<file path="config.mk">
export PLATFORM = sky130hd
export DESIGN_NAME = decommutator
export DESIGN_NICKNAME = d
export VERILOG_FILES = /design/src/rtl/commutator_pkg.sv /design/src/rtl/channel_decoder.sv /design/src/rtl/decommutator.sv
export SDC_FILE = /design/constraint.sdc
export NUM_CORES = 1
export LEC_CHECK = 0
export ABC_CLOCK_PERIOD_IN_PS = 2820
export BUFFER_PORTS_ARGS = -buffer_cell sky130_fd_sc_hd__buf_4
export CORE_AREA = 2 2 86 55
export CTS_CLUSTER_SIZE = 8
export DETAILED_ROUTE_END_ITERATION = 10
export DIE_AREA = 0 0 88 57
export MAX_ROUTING_LAYER = met4
export SLEW_MARGIN = 20
export SYNTH_ARGS = -nofsm -noshare
export SYNTH_HDL_FRONTEND = slang
export SYNTH_SLANG_ARGS = --single-unit
export TNS_END_PERCENT = 10
</file>
<file path="constraint.sdc">
create_clock -name clk -period 2.82 [get_ports clk]
set_input_delay 0.564 -clock clk [delete_from_list [all_inputs] [get_ports clk]]
set_output_delay 0.564 -clock clk [all_outputs]
set_load 0.02 [all_outputs]
</file>
<file path="src/rtl/commutator_pkg.sv">
// commutator_pkg
// Constants and types shared by the transmit-side commutator and the
// receive-side decommutator.
//
// Frame layout, one byte per clock:
//   header  {HDR_MARK, channel}
//   length  number of payload bytes
//   payload `length` bytes, passed through without interpretation
//
// The idle frame uses channel IDLE_CH and must carry a length of 0.
package commutator_pkg;

  // Receiver framing states
  typedef enum logic [1:0] {
    HUNT = 2'd0,
    LEN  = 2'd1,
    DATA = 2'd2
  } state_t;

  // Header field widths
  localparam int MARK_W = 4;
  localparam int CH_W   = 4;
  localparam int LEN_W  = 8;

  // Width of the payload byte counter
  localparam int CNT_W  = 4;

  localparam logic [MARK_W-1:0] HDR_MARK = 4'hF;
  localparam logic [CH_W-1:0]   IDLE_CH  = 4'hF;
  localparam int                NUM_CH   = 3;
  localparam int                MAX_LEN  = 9;

endpackage

</file>
<file path="src/rtl/channel_decoder.sv">
// channel_decoder
// Turns a 4-bit channel code into a one-hot write-enable vector. This is the
// mirror of the transmitter's channel encoder.
//
// Ports:
//   code    in   CH_W    channel code
//   onehot  out  NUM_CH  one-hot vector, all zero when the code is not a data channel
//   valid   out  1       code addresses one of the data channels
module channel_decoder
  import commutator_pkg::*;
(
  input  logic [CH_W-1:0]   code,
  output logic [NUM_CH-1:0] onehot,
  output logic              valid
);

  // Codes 0..NUM_CH-1 select a channel. Every other code, including the
  // idle code, selects nothing.
  always_comb begin
    onehot = '0;
    valid  = 1'b0;
    for (int i = 0; i < NUM_CH; i++) begin
      if (code == CH_W'(i)) begin
        onehot[i] = 1'b1;
        valid     = 1'b1;
      end
    end
  end

endmodule

</file>
<file path="src/rtl/decommutator.sv">
// decommutator
// Receive-side frame parser. It takes the framed byte stream from the link
// and writes each payload byte to its destination channel buffer.
//
// Optional feature: define DECOMM_ERR_CNT_EN to add a saturating 16-bit
// framing-error counter with a synchronous clear.
//
// Ports:
//   clk          in   1       clock
//   arst         in   1       asynchronous active-high reset
//   input_valid  in   1       input_data carries a stream byte this cycle
//   input_data   in   8       stream byte
//   write_req    out  NUM_CH  one-hot write strobe, one cycle wide
//   output_data  out  8       payload byte that goes with write_req
//   channel      out  4       channel code of the current frame
//   frame_done   out  1       pulse on the last payload write, or on the idle length byte
//   sync         out  1       receiver is locked to frame boundaries
//   error        out  1       one-cycle pulse on a framing violation
//   err_clr      in   1       (DECOMM_ERR_CNT_EN) synchronous clear of err_count
//   err_count    out  16      (DECOMM_ERR_CNT_EN) saturating error count
module decommutator
  import commutator_pkg::*;
(
  input  logic              clk,
  input  logic              arst,
  input  logic              input_valid,
  input  logic [7:0]        input_data,
  output logic [NUM_CH-1:0] write_req,
  output logic [7:0]        output_data,
  output logic [CH_W-1:0]   channel,
  output logic              frame_done,
  output logic              sync,
  output logic              error
`ifdef DECOMM_ERR_CNT_EN
  ,
  input  logic              err_clr,
  output logic [15:0]       err_count
`endif
);

  // The payload counter must be able to hold the largest length.
  if (MAX_LEN > (2 ** CNT_W) - 1) begin : g_max_len_check
    $error("decommutator: MAX_LEN does not fit the payload counter");
  end

  state_t             state;
  logic [CNT_W-1:0]   count;
  logic [NUM_CH-1:0]  ch_onehot;
  logic               ch_valid;
  logic               len_ok;

  channel_decoder u_channel_decoder (
    .code   (channel),
    .onehot (ch_onehot),
    .valid  (ch_valid)
  );

  // A data frame must carry between 1 and MAX_LEN payload bytes.
  assign len_ok = (input_data != 8'd0) && (input_data <= LEN_W'(MAX_LEN));

  // Framing FSM. The strobes default to zero, so a cycle with input_valid
  // low leaves the state alone and produces no pulse.
  always_ff @(posedge clk or posedge arst) begin
    if (arst) begin
      state       <= HUNT;
      count       <= '0;
      write_req   <= '0;
      output_data <= 8'h00;
      channel     <= IDLE_CH;
      frame_done  <= 1'b0;
      sync        <= 1'b0;
      error       <= 1'b0;
    end else begin
      write_req  <= '0;
      frame_done <= 1'b0;
      error      <= 1'b0;
      if (input_valid) begin
        unique case (state)
          HUNT: begin
            if (input_data[7:4] == HDR_MARK) begin
              channel <= input_data[3:0];
              state   <= LEN;
            end else begin
              // Stray bytes are expected while hunting. Only losing an
              // existing lock counts as an error.
              error <= sync;
              sync  <= 1'b0;
            end
          end
          LEN: begin
            if (channel == IDLE_CH && input_data == 8'd0) begin
              frame_done <= 1'b1;
              sync       <= 1'b1;
              state      <= HUNT;
            end else if (ch_valid && len_ok) begin
              count <= input_data[CNT_W-1:0];
              sync  <= 1'b1;
              state <= DATA;
            end else begin
              error <= 1'b1;
              sync  <= 1'b0;
              state <= HUNT;
            end
          end
          DATA: begin
            // The payload is passed through as-is. A header-like byte here
            // is ordinary data and does not resynchronise the parser.
            output_data <= input_data;
            write_req   <= ch_onehot;
            count       <= count - 1'b1;
            if (count == CNT_W'(1)) begin
              frame_done <= 1'b1;
              state      <= HUNT;
            end
          end
          default: state <= HUNT;
        endcase
      end
    end
  end

`ifdef DECOMM_ERR_CNT_EN
  // Counts registered error pulses and saturates at the top value. A clear
  // takes priority over an increment in the same cycle.
  always_ff @(posedge clk or posedge arst) begin
    if (arst) begin
      err_count <= 16'h0000;
    end else if (err_clr) begin
      err_count <= 16'h0000;
    end else if (error && err_count != 16'hFFFF) begin
      err_count <= err_count + 16'h0001;
    end
  end
`endif

endmodule

</file>
==> reports/results.md <==
| Parameter | Reported |
|---|---|
| Yosys reg bits | 24 |
| Fraction of registers with async set/reset | 100% |
| Data arrival time of the critical path | 2220 ps |
| HP Class | in2async |
| Residual antenna-violating net count after detailed routing | 0 |
| Post-synthesis instance total | 122 |
| Row count | 19 |
| Outcome | finished clean |
| Worst VDD drop | 0.332 mV |
| Syn Area/Cell | 10.8 µm² |
| Final Skew | 4.69 ps |
| Placed standard-cell area | 0.00159 mm² |
| Share of the cycle needed by the critical path after routing | 72.0% |
| Floorplan die width | 88 µm |
| Endpoint class of the critical path | flop |
| Number of buffers added by the clock tree synthesis step | 3 |
| Number of max-slew violations in the final report | 0 |
| GRT overflow | 0 |
| Sequential share of the synthesized area | 45.8% |
| Number of enable-type register cells in the synthesized netlist | 0 |
| Start-to-end type of the worst setup path | reg2reg |
| Area of the mapped netlist | 0.00132 mm² |
| Dominant synthesized flop cell | dfrtp_1 |
| Nature of the critical path startpoint | flop |
| Synth warn | 0 |
| Detailed Route WL | 3280 µm |
| Area overhead of the layout relative to synthesis | 24.3% |
| Slowest cell on the critical path | or3_1 |
| GPL Wtd Cong | 0.881 |
| Crit path cell chain | inv_1, ha_1, nand2_1, or3_1, nor3b_1 |
| Reg-to-reg startpoint | state[0] |
| Net count after synthesis | 138 |
| DIE AREA | 0.00502 mm² |
| Number of maximum-capacitance constraint violations | 0 |
| Share of final-layout standard cells stronger than drive strength 1 | 35.3% |
| Number of buffers inserted by hold repair at cts | 0 |
| Setup repair after global routing missed its margin | false |
| Clock tree from TritonCTS | built |
| Per-cell routed wire length | 15.4 µm |
| Source-to-sink clock delay at the later pin of the worst-skew pair | 270 ps |
| Initial Utilization | 30.7% |
| Number of detailed-route iterations in the first pass | 4 |
| Total instance count after detailed placement | 209 |
| Vias in the first global route | 1090 |
| Number of endpoints with negative hold slack in the final report | 0 |
| Via Count | 1077 |
| Total routing usage reported by global routing | 14.9% |
| Post-detailed-placement half-perimeter wirelength | 2460 µm |
| Leading cell types in the layout, fill and taps excluded | buf_4 (28), dfrtp_1 (20), mux2_2 (12) |
| Worst reg2reg setup slack | 790 ps |
| Number of resized instances in the post-cts repair step | 0 |
| Endpoint required time on the critical path | 3010 ps |
| Count of nets after finishing | 167 |
| Headroom to the max-slew limit | 39.0% |
| Number of distinct library cells after synthesis | 41 |
| Drt first-iter violations | 131 |
| Clock Tree Buf Depth | 2 |
| FF-to-FF End | write_req[2] |
| Clock sink count | 24 |
| Count of endpoints failing setup in the final report | 0 |
| Count of unresolved DRC violations after routing | 0 |
| Setup Total Neg Slack | 0 ps |
| Final instance area | 0.00164 mm² |
| Slew of the pin with the lowest slew margin | 913 ps |
| Master cell of the clock root buffer | clkbuf_8 |
| Number of antenna diodes | 0 |
| Chip height | 57 µm |
| Number of setup buffers added after CTS | 0 |
| Fin crit period | 2030 ps |
| # H-tree levels | 1 |
| PortBufs | 28 |
| Largest driver fanout on the critical path | 13 |
| Clk pin slew, worst setup/hold paths | 90 ps |
| Standby leakage power | 0.000705 µW |
| Number of antenna violations at the first check in global routing | 0 |
| Largest net degree at the start of global routing | 25 |
| Total power consumption of the routed design | 1430 µW |
| Wire length of the first global-routing pass | 5580 µm |
| Ports placed on the boundary | 29 |
| Register-to-Register Path Depth | 5 |
| Longest individual stage delay on the worst path | 460 ps |
| Core area | 0.00430 mm² |
| Via density | 5.06 |
| Fin cells | 213 |
| PD cells | 869 mW/mm² |
| Final Util | 38.2% |
| Number of filler instances in the final layout | 434 |
| Leading cell type in the layout, fill and taps excluded | buf_4 |
| Peak clock frequency supported by timing | 493 MHz |
## per-layer routing
metal	GRT usage [%]	vias up	part of all wire (%)
li1	-	515	-
met1	21.2	517	49
met2	21.4	40	43
met3	3.76	5	6.5
met4	3.74	0	0.98
met5	-	-	0
## kinds of logic after synthesis
group / after synthesis / share of synthesized area (%)
simple gates: 37 / 16.7
buf+inv: 12 / 3.97
mux: 15 / 12.5
flops: 24 / 45.8
fa+ha+maj: 5 / 4.73
compound gates: 29 / 16.4
## worst max-delay path by stage
stage | startpoint | to | slack (ps)
floorplan | input_data[0] | count[0] | 950
global placement | input_data[0] | count[0] | 840
detailed placement | input_data[0] | count[0] | 720
CTS | state[0] | write_req[2] | 810
global route | state[0] | write_req[2] | 670
finish | state[0] | write_req[2] | 790
## layout make-up
| class | count | area (µm²) | area share [%] |
|---|---|---|---|
| multi-input cells | 86 | 664 | 40.4 |
| well taps | 63 | 78.8 | 4.79 |
| clock buffers | 4 | 55.1 | 3.35 |
| repair buffers | 28 | 210 | 12.8 |
| flip-flops and latches | 24 | 606 | 36.8 |
| inverters | 8 | 30.0 | 1.83 |
## cell usage after synthesis, drive strengths merged, types with 2 or more instances
cell	instances	share of area [%]
a211oi	2	1.1
a21oi	3	1.1
and4	3	2.2
clkbuf	3	0.85
dfrtp	20	38
dfstp	4	7.9
ha	5	4.7
inv	8	2.3
mux2	12	10
mux2i	3	2.3
nand2	8	2.3
nand3	2	0.76
nand4	3	1.4
nor2	6	1.7
nor2b	2	0.95
nor3	2	0.76
nor3b	5	2.8
o211a	2	1.5
o211ai	2	1.1
o21ai	6	2.3
o22ai	2	0.95
## worst max-delay path: cells and delay by family, from the launching register on
kind | cells | cell delay, ps
adder cells (fa/ha/maj) | 1 | 430
flip-flops | 1 | 410
buffers and inverters | 1 | 90
AND/OR/NAND/NOR | 3 | 1030
## where the power goes
| group | total (µW) | switching (µW) | internal [µW] |
|---|---|---|---|
| clock network | 242 | 117 | 125 |
| registers | 577 | 100 | 477 |
| logic | 609 | 324 | 285 |
| total | 1430 | 541 | 887 |
## stage by stage
stage | hold slack (ps) | worst slack, ps
3_3_place_gp | 497 | 840
5_1_grt | 548 | 667
4_1_cts | 515 | 807
2_1_floorplan | 489 | 949
3_5_place_dp | 494 | 718
6_report | 487 | 790
## state kept, by name, indices dropped and copies added (netlist names)
register     count
state            2
frame_done       1
count            4
output_data      8
sync             1
write_req        3
channel          4
error            1
Note: power is estimated with default switching activity, not from simulation.
